<file path="src/rtl/stack_ctrl_pkg.sv">
`default_nettype none
// ============================================================================
// Module      : stack_ctrl_pkg
// Description : Shared types and constants for the stack request sequencer.
// Revision    : 1.0 - initial release
// ============================================================================
package stack_ctrl_pkg;

    localparam int   DATA_W  = 32;
    localparam logic OP_PUSH = 1'b0;
    localparam logic OP_POP  = 1'b1;

    typedef enum logic [1:0] {
        ST_IDLE  = 2'd0,
        ST_ISSUE = 2'd1,
        ST_WAIT  = 2'd2,
        ST_RESP  = 2'd3
    } state_t;

    typedef struct packed {
        logic [DATA_W-1:0] data;
        logic              err;
    } rsp_t;

endpackage
`default_nettype wire

</file>
<file path="src/rtl/stack_req_ctrl.sv">
`default_nettype none
// ============================================================================
// Module      : stack_req_ctrl
// Description : One-at-a-time push/pop sequencer in front of a LIFO stack,
//               with occupancy tracking and overflow/underflow rejection.
// Revision    : 1.0 - initial release
// ============================================================================
module stack_req_ctrl
    import stack_ctrl_pkg::*;
#(
    parameter int DATA  = DATA_W,
    parameter int DEPTH = 16,
    parameter int CNTW  = $clog2(DEPTH + 1)
) (
    input  logic            clk,
    input  logic            reset,
    input  logic            req_valid,
    output logic            req_ready,
    input  logic            req_op,
    input  logic [DATA-1:0] req_data,
    output logic            rsp_valid,
    input  logic            rsp_ready,
    output logic [DATA-1:0] rsp_data,
    output logic            rsp_err,
    output logic            stk_push,
    output logic [DATA-1:0] stk_wd,
    output logic            stk_pop,
    input  logic [DATA-1:0] stk_rd,
    input  logic            stk_v,
    input  logic            stk_busy,
    output logic [CNTW-1:0] count,
    output logic            full,
    output logic            empty
);

    localparam logic [CNTW-1:0] C_DEPTH = CNTW'(DEPTH);

    state_t            r_state;
    state_t            w_state_nxt;
    logic              r_op;
    logic [DATA-1:0]   r_wd;
    rsp_t              r_rsp;
    logic [CNTW-1:0]   r_count;
    logic              w_accept;
    logic              w_reject;
    logic              w_capture;
    logic              w_full;
    logic              w_empty;

    assign w_full  = (r_count == C_DEPTH);
    assign w_empty = (r_count == '0);

    always_ff @(posedge clk) begin
        if (reset) begin
            r_state <= ST_IDLE;
        end else begin
            r_state <= w_state_nxt;
        end
    end

    always_comb begin
        w_state_nxt = r_state;
        w_accept    = 1'b0;
        w_reject    = 1'b0;
        w_capture   = 1'b0;
        req_ready   = 1'b0;
        case (r_state)
            ST_IDLE: begin
                req_ready = !stk_busy;
                if (req_valid && !stk_busy) begin
                    w_accept    = 1'b1;
                    w_reject    = (req_op == OP_PUSH) ? w_full : w_empty;
                    w_state_nxt = w_reject ? ST_RESP : ST_ISSUE;
                end
            end
            ST_ISSUE: begin
                // Zero-latency stacks return rd in the same cycle as the pop.
                if (r_op == OP_PUSH) begin
                    w_state_nxt = ST_RESP;
                end else if (stk_v) begin
                    w_capture   = 1'b1;
                    w_state_nxt = ST_RESP;
                end else begin
                    w_state_nxt = ST_WAIT;
                end
            end
            ST_WAIT: begin
                if (stk_v) begin
                    w_capture   = 1'b1;
                    w_state_nxt = ST_RESP;
                end
            end
            ST_RESP: begin
                if (rsp_ready) begin
                    w_state_nxt = ST_IDLE;
                end
            end
            default: w_state_nxt = ST_IDLE;
        endcase
    end

    always_ff @(posedge clk) begin
        if (reset) begin
            r_op    <= OP_PUSH;
            r_wd    <= '0;
            r_rsp   <= '0;
            r_count <= '0;
        end else begin
            if (w_accept) begin
                r_op <= req_op;
                if (req_op == OP_PUSH && !w_reject) begin
                    r_wd <= req_data;
                end
            end
            if (w_reject) begin
                r_rsp <= '{data: '0, err: 1'b1};
            end
            if (r_state == ST_ISSUE) begin
                if (r_op == OP_PUSH) begin
                    r_count <= r_count + 1'b1;
                    r_rsp   <= '0;
                end else begin
                    r_count <= r_count - 1'b1;
                end
            end
            if (w_capture) begin
                r_rsp <= '{data: DATA_W'(stk_rd), err: 1'b0};
            end
        end
    end

    assign stk_push  = (r_state == ST_ISSUE) && (r_op == OP_PUSH);
    assign stk_pop   = (r_state == ST_ISSUE) && (r_op == OP_POP);
    assign stk_wd    = r_wd;
    assign rsp_valid = (r_state == ST_RESP);
    assign rsp_data  = rsp_valid ? DATA'(r_rsp.data) : '0;
    assign rsp_err   = rsp_valid & r_rsp.err;
    assign count     = r_count;
    assign full      = w_full;
    assign empty     = w_empty;

    // Rejection in IDLE guarantees no issue ever crosses the bounds.
    a_count_max: assert property (@(posedge clk) disable iff (reset) r_count <= C_DEPTH);
    a_no_wrap: assert property (@(posedge clk) disable iff (reset)
        (r_state == ST_ISSUE) |-> ((r_op == OP_PUSH) ? !w_full : !w_empty));

endmodule
`default_nettype wire

</file>
<file path="config.mk">
export PLATFORM = sky130hd
export DESIGN_NAME = stack_req_ctrl
export DESIGN_NICKNAME = d
export VERILOG_FILES = /design/src/rtl/stack_ctrl_pkg.sv /design/src/rtl/stack_req_ctrl.sv
export SDC_FILE = /design/constraint.sdc
export NUM_CORES = 1
export LEC_CHECK = 0
export ABC_AREA = 1
export CORE_ASPECT_RATIO = 2
export CORE_MARGIN = 4
export CORE_UTILIZATION = 38
export CTS_CLUSTER_SIZE = 10
export DETAILED_ROUTE_END_ITERATION = 12
export PLACE_DENSITY = 0.83
export SLEW_MARGIN = 20
export SYNTH_ARGS = -nofsm -noshare
export SYNTH_HDL_FRONTEND = slang
export SYNTH_SLANG_ARGS = --single-unit
</file>
<file path="constraint.sdc">
create_clock -name clk -period 1.5 [get_ports clk]
set_input_delay 0.3 -clock clk [delete_from_list [all_inputs] [get_ports clk]]
set_output_delay 0.3 -clock clk [all_outputs]
set_load 0.02 [all_outputs]
</file>
==> results list, run 1 <==
- The run finished, with violations left.
- Failing checks: negative setup slack
- Total CTS buffers: 9
* Met3 Track Usage GR: 5.46%
- Average routed wire per standard cell: ~20 um
- Initial Util: roughly two fifths
- After technology mapping, the gate count stands at approximately 450.
- Power Total: slightly below 9 mW
* Area contributors post-synth: sky130_fd_sc_hd__dfxtp_1, sky130_fd_sc_hd__inv_1, sky130_fd_sc_hd__a21oi_1
* Buffer depth of the longest clock path: 2
* Detailed-routing iteration count for the pre-antenna-repair pass: 5
- Detailed router's first-iteration violation count: ~190
- STA classifies the critical path endpoint as a register.
- Max-slew violation total from the final report: 0
- The via count of the first global-routing pass is 4212.
* Post-placement cell area: between 5000 and 6000 um2
* Period utilisation layout: 126%
- The number of antenna diodes in the final layout is 0.
* Buffers on Ports: about 150
- Sequential-to-total area share from yosys stat: between 40% and 50%
- Die height: ~140 um
- Top-Level Pins: roughly 150
- Wire length of the first global-routing pass: about 20 mm
- Post-detailed-route count of antenna-violating nets: 0
* Cell taking the most area after synthesis: sky130_fd_sc_hd__dfxtp_1
- Antenna violations before repair: 0
- Number of register bits inferred by synthesis: 73
- Among all flip-flop cells after synthesis, the most frequent one is sky130_fd_sc_hd__dfxtp_1.
* Placed cell count: about 690
* Floorplan Core Area: 8710 um2
* Required @ worst endpoint: 1.72 ns
- Post-Route WL: 15.2 mm
* Synth Warn #: 0
- Cell with the most instances after synthesis: sky130_fd_sc_hd__inv_1
* DIE AREA: between 10000 and 15000 um2
- Count of cells along the worst hold path: 4
* Nature of the critical path startpoint: register
* Filler instances: about 510
* Number of hold-repair buffers added at the cts stage: 0
- Setup slack on the critical path of the routed design comes to -0.387 ns.
- TritonCTS clock tree: yes
- Pwr per Cell Area: between 1000 and 1500 nW/um2
* Largest voltage drop on the vdd net: around 900 uV
* Synthesized cell area: roughly 3400 um2
* Signed area change from the synthesized netlist to the final layout: 99.4%
- Vias per std cell: about 5.3
* Most frequent cells after synthesis: sky130_fd_sc_hd__inv_1, sky130_fd_sc_hd__nand2_1, sky130_fd_sc_hd__dfxtp_1
- Class of the most critical hold timing path: in2reg
* CTS sink count: 73
* Setup repair after global routing missed its margin: true
- The final-report hold violation count is 0.
- Fraction of layout instances using a drive strength above 1: between 40 and 50%
- Asr flop ratio synth: 0%
- Type of the setup path with the least slack: reg2reg
- Static timing analysis puts the maximum clock frequency at ~0.53 GHz.
* Post-detailed-route DRC marker count: 0
- Average cell area after synthesis: around 7.6 um2
* Clock-pin slew of the registers on the worst-case setup and hold paths: roughly 0.060 ns
- After routing, the total negative slack on setup checks comes to -18.97 ns.
- The number of nets in the synthesized netlist is around 530.
* GR met1 Demand/Resource: between 20 and 25%
- Highest net fanout along the worst path: 8
* Overflow left after global routing: 0
- Setup clock skew after layout: 0.00662 ns
- Num rows: 48
- Routing layer with the top usage in global route: met2
* Kind of cell with the highest combined delay on the critical path: compound AO/OA/AOI/OAI gates
- Portion of synthesized cell area occupied by the leading cell type: 43.0%
- Library cell contributing the largest single delay on the critical path: sky130_fd_sc_hd__dfxtp_4
- Data arrives at the worst endpoint at 2.11 ns.
- Measured in cells, the most critical reg-to-reg path has a length of 8.
- Measured against its own limit, the worst slew margin works out to between 60% and 70%.
- After the last flow step, the layout net total stands at about 720.
* Number of unique standard cell types used by synthesis: 26
* Setup-failing EPs final: 106
- The number of buffers and inverters on the critical path is 3.
- Width of the chip: 74.8 um
- Final Instance Count excl. Fillers: about 750
- Slew at the pin closest to its max-slew limit: 0.582 ns
- CTS Root Cell: sky130_fd_sc_hd__clkbuf_16
* Total via count after detailed routing: roughly 4000
- Counting buffers and inverters, the worst setup path is 8 cells deep.
* Level count of the clock H-tree: 3
- In this run, synthesis inferred 0 flip-flops with an integrated enable.
* GR Util All Layers: between 20 and 30%
* Number of maximum-capacitance violations: 0
- Worst Hold Margin: ~0.36 ns
- Layout Utilization: approximately 80%
- DP HPWL: 7.30 mm
* Largest net degree at the start of global routing: 39
- Summed area of non-filler cells in the final layout: 6770 um2
* Largest stage delay, worst path: ~0.4 ns
* Routability congestion estimate from global placement: between 0.8 and 0.9
- Met2 track utilization from global routing: 49.2%
- Clock latency reported for the late side of the worst-skew pair: 0.33 ns
- Walking the worst path, the cells encountered are inv_4 > ha_4 > nand2_4 > a21oi_4 > buf_6 > buf_16 > nand2_1 > a21oi_2.
- Static leakage: between 3 and 4 nW
* Tmin final: between 1.5 and 2 ns
- Timing analysis after detailed placement gives a worst setup slack of -0.496 ns.
[state kept, by name (all words and copies together), names as in the netlist]
register	count
r_rsp	33
stk_wd	32
count	5
r_state	2
r_op	1
[report_power, final]
part           total [mW]  internal [mW]  switching (mW)
Sequential           2.42           2.19           0.228
Combinational        4.26           2.01            2.26
Clock                2.14           1.28           0.856
[worst min-delay path, cell delays in order]
cell                      delay (ns)
sky130_fd_sc_hd__buf_2          0.08
sky130_fd_sc_hd__inv_1          0.13
sky130_fd_sc_hd__o21ai_2        0.10
sky130_fd_sc_hd__a21oi_2        0.03
[metal layers]
metal | vias to the layer above | wire length, um
met5 | - | 0
li1 | 1797 | -
met4 | 0 | 730
met2 | 180 | 8980
met3 | 66 | 785
met1 | 1919 | 4740
[placed cells by master (no fill, tap or decap), drive strengths merged, types with 17 or more instances in the layout]
master / instances
a21oi: 74
buf: 105
clkdlybuf4s50: 69
dfxtp: 73
dlygate4sd2: 34
inv: 85
nand2: 81
nand3: 38
nor2: 17
o21ai: 38
[what timing repair did]
item                       CTS  global route
buffers inserted            16            11
pin swaps                   40            27
resized for setup          430           121
cloned                      14             3
setup endpoints to repair  144           112
[path summary, 6_finish.rpt]
| kind | from | end | slack, ns |
|---|---|---|---|
| worst max-delay path | r_state[0]$_SDFFE_PP0P_ | r_rsp[6]$_SDFF_PP0_ | -0.39 |
| worst min-delay path | reset | stk_wd[25]$_SDFFE_PP0P_ | 0.36 |
| worst max register to register | r_state[0]$_SDFFE_PP0P_ | r_rsp[6]$_SDFF_PP0_ | -0.39 |
| worst min register to register | stk_wd[10]$_SDFFE_PP0P_ | stk_wd[10]$_SDFFE_PP0P_ | 0.44 |
[cells by family after synthesis]
group                    after synthesis  synth area share (%)
AND/OR/NAND/NOR                      135                  19.3
AO/OA/AOI/OAI                        113                  18.3
buffers and inverters                112                  15.0
flip-flops                            73                  43.0
adder cells (fa/ha/maj)                8                  3.17
XOR/XNOR                               5                  1.29
[layout make-up]
class / instances / area, um2 / area share [%]
inverters: 85 / 332 / 4.90
clock buffers: 9 / 225 / 3.33
well taps: 100 / 125 / 1.85
multi-input cells: 262 / 2190 / 32.4
clock inverters: 7 / 71.3 / 1.05
repair buffers: 213 / 2350 / 34.7
flip-flops and latches: 73 / 1470 / 21.8
No activity file was read; power rests on OpenSTA's default activity.
==> run 2: changes to the inputs <==
--- a/config.mk
+++ b/config.mk
@@ -12,6 +12,7 @@
 export CTS_CLUSTER_SIZE = 10
 export DETAILED_ROUTE_END_ITERATION = 12
 export PLACE_DENSITY = 0.83
+export SETUP_SLACK_MARGIN = 0.3
 export SLEW_MARGIN = 20
 export SYNTH_ARGS = -nofsm -noshare
 export SYNTH_HDL_FRONTEND = slang
==> run 2 against run 1 <==
The flow still finishes with violations (negative setup slack). Global-route usage down 0.99 points. Die area unchanged. Clock skew up 0.0014 ns. Worst hold slack worse by 0.10 ns. Cell count up 1.2%. Non-clock buffer count up 10. Sequential share of layout area down 0.57 points. Maximum frequency up 11%. Largest power group unchanged.
==> results list, run 2 (synthesized netlist as in run 1, its figures left out) <==
- GR Util All Layers: 24.4% (-0.99 points)
- Initial Util: 39.0% (unchanged)
- The endpoint required time on the critical path came to 1.71 ns (about the same).
* Antenna violations before repair: 0 (unchanged)
- Nature of the critical path startpoint: register
- The CTS buffer count was 9 (unchanged).
* Number of maximum-capacitance violations: 0 (unchanged)
- CTS Root Cell: sky130_fd_sc_hd__clkbuf_16
* Most flop-heavy register: r_rsp
* Post-detailed-route DRC marker count: 0 (unchanged)
- DIE AREA: 10600 um2 (unchanged)
* Worst reg2reg endpoint: r_rsp[11]$_SDFF_PP0_
- The largest fanout of any net on the critical path was 4 (-4).
- Worst min-delay path startpoint: reset
- Count of cells along the worst hold path: 2 (-2)
* Setup clock skew after layout: 0.00799 ns (+0.00137 ns)
- The final wirelength was 14.2 mm (-6.9%).
- Count of inserted antenna diode cells: 0 (unchanged)
- The checks that failed: negative setup slack.
- Buffers on Ports: 146 (unchanged)
- Result of the run: finished with violations
* Width of the chip: 74.8 um (unchanged)
- The actual slew at the worst max-slew pin came to 0.369 ns (-0.213 ns).
- Number of endpoints with negative hold slack in the final report: 0 (unchanged)
- Tmin final: 1.71 ns (-0.182 ns)
- Maximum frequency from static timing analysis: 0.586 GHz (+11%)
- Detailed-routing iteration count for the pre-antenna-repair pass: 4 (-1)
* Net count, final: 733 (+1.4%)
- Clock latency reported for the late side of the worst-skew pair: 0.33 ns (about the same)
* Arrival time of the worst setup path: 1.92 ns (-0.19 ns)
- Top-Level Pins: 147 (unchanged)
* Max FFs per register: 33 (unchanged)
* Die height: 142 um (unchanged)
- Overflow left after global routing: 0 (unchanged)
- The library cell used most frequently in the layout, excluding fill and tap cells, is sky130_fd_sc_hd__clkdlybuf4s50_1.
- Level count of the clock H-tree: 3 (unchanged)
* Largest voltage drop on the vdd net: 1070 uV (+19%)
- The share of cells above drive strength 1 is 58.2% (+9.2 points).
- R2R Path Start: r_state[0]$_SDFFE_PP0P_
- The cell area after placement came to 5340 um2 (+5.5%).
- Pwr per Cell Area: 1340 nW/um2 (+2.9%)
- Number of hold-repair buffers added at the cts stage: 0 (unchanged)
* Static leakage: 3.31 nW (+4.2%)
* Kind of capture point of the worst setup path: register
- Layout Utilization: 80.5% (+2.8 points)
- The area of all placed cells without fillers was 7010 um2 (+3.5%).
- Setup repair after global routing could not meet its margin everywhere.
- Worst slack, placed: -0.449 ns (+0.0465 ns)
* Class of the most critical hold timing path: in2reg
- Floorplan Core Area: 8710 um2 (unchanged)
- Max-Slew Margin vs Limit: 75.1% (+14 points)
- Most frequent cells in the layout: sky130_fd_sc_hd__clkdlybuf4s50_1, sky130_fd_sc_hd__dfxtp_1, sky130_fd_sc_hd__buf_6
- The routed length per instance is 18.7 um (-8.0%).
- The routed via count divided by cell count was 5.09 (-3.7%).
- The maximum clock insertion buffer count came to 2 (unchanged).
* Largest net degree at the start of global routing: 35 (-10%)
- Total via count after detailed routing: 3861 (-2.5%)
- The area growth from synthesis to layout is 107%.
* Worst min-delay path endpoint: r_state[0]$_SDFFE_PP0P_
- The clock slew at the register clock pins of the worst setup and hold paths is 0.06 ns (about the same).
* Num rows: 48 (unchanged)
* Max-slew violation total from the final report: 0 (unchanged)
* Detailed router's first-iteration violation count: 150 (-19%)
- The number of sinks on the clock net is 73 (unchanged).
- The global-route wire length before repair is 19.4 mm (-5.1%).
* Routability congestion estimate from global placement: 0.824 (-0.16%)
- The worst reg2reg path depth is 10 (+2).
- Smallest setup slack after layout: -0.205 ns (+0.182 ns)
- The via count of the first global-routing pass came to 3905 (-7.3%).
- The part of the cycle the worst path needs came to 114% (-12 points).
- TritonCTS built the clock tree.
- Post-route setup TNS: -13.43 ns (+5.54 ns)
* Post-detailed-route count of antenna-violating nets: 0 (unchanged)
* Setup-failing EPs final: 104 (-1.9%)
* Worst reg-to-reg setup slack: -0.21 ns (+0.18 ns)
- By startpoint and endpoint, the worst setup path is classified as reg2reg.
- DP HPWL: 7.36 mm (+0.87%)
-- run 2: cell type report --
type	count	area [um2]
Clock buffer	13	303
Clock inverter	2	38.8
Fill cell	515	1700
Inverter	85	372
Multi-Input combinational cell	262	2230
Sequential cell	73	1490
Tap cell	100	125
Timing Repair Buffer	223	2460
-- run 2: worst max path at each step --
stage                            start              endpoint  slack (ns)  cells past startpoint
2_1_floorplan  r_state[1]$_SDFFE_PP0P_  r_rsp[10]$_SDFF_PP0_        0.06                      9
3_3_place_gp                     stk_v  r_rsp[24]$_SDFF_PP0_       -0.45                      6
3_5_place_dp                     stk_v  r_rsp[24]$_SDFF_PP0_       -0.45                      6
4_1_cts        r_state[1]$_SDFFE_PP0P_           rsp_data[6]       -0.20                      5
5_1_grt        r_state[1]$_SDFFE_PP0P_           rsp_data[1]       -0.26                      5
6_report       r_state[0]$_SDFFE_PP0P_  r_rsp[11]$_SDFF_PP0_       -0.21                     10
-- run 2: critical path: stages (launching register included) --
cell                        delay [ns]
sky130_fd_sc_hd__dfxtp_4          0.38
sky130_fd_sc_hd__buf_4            0.12
sky130_fd_sc_hd__ha_4             0.16
sky130_fd_sc_hd__nand2_4          0.07
sky130_fd_sc_hd__a21oi_4          0.22
sky130_fd_sc_hd__buf_6            0.14
sky130_fd_sc_hd__nor2_4           0.04
sky130_fd_sc_hd__buf_12           0.13
sky130_fd_sc_hd__clkbuf_16        0.15
sky130_fd_sc_hd__nand3_1          0.09
sky130_fd_sc_hd__a21oi_1          0.08
-- run 2: what timing repair did --
| item | in CTS | in global routing |
|---|---|---|
| setup buffers | 22 | 11 |
| cloned | 13 | 3 |
| pin swaps | 42 | 25 |
| setup endpoints to repair | 148 | 116 |
| gates resized for setup | 532 | 77 |
-- run 2: power by group --
part	total, mW	switching [mW]	internal (mW)
clock	2.40	0.821	1.58
combinational	4.56	2.25	2.31
sequential	2.44	0.232	2.21
-- run 2: stage by stage --
stage / instances / power, mW / hold slack, ns
after floorplan: 446 / 4.12 / 0.426
after global placement: 694 / 5.02 / 0.431
after detailed placement: 694 / 5.09 / 0.437
after CTS: 744 / 8.65 / 0.256
after global routing: 758 / 9.79 / 0.256
final: 758 / 9.39 / 0.258
-- run 2: routing by layer --
layer / global-route usage, % / up-vias / part of all wire (%)
met2: 47.7 / 165 / 60
met5: 0 / - / 0
li1: - / 1820 / -
met4: 11.2 / 0 / 4.6
met3: 4.96 / 38 / 4.8
met1: 22.3 / 1838 / 31
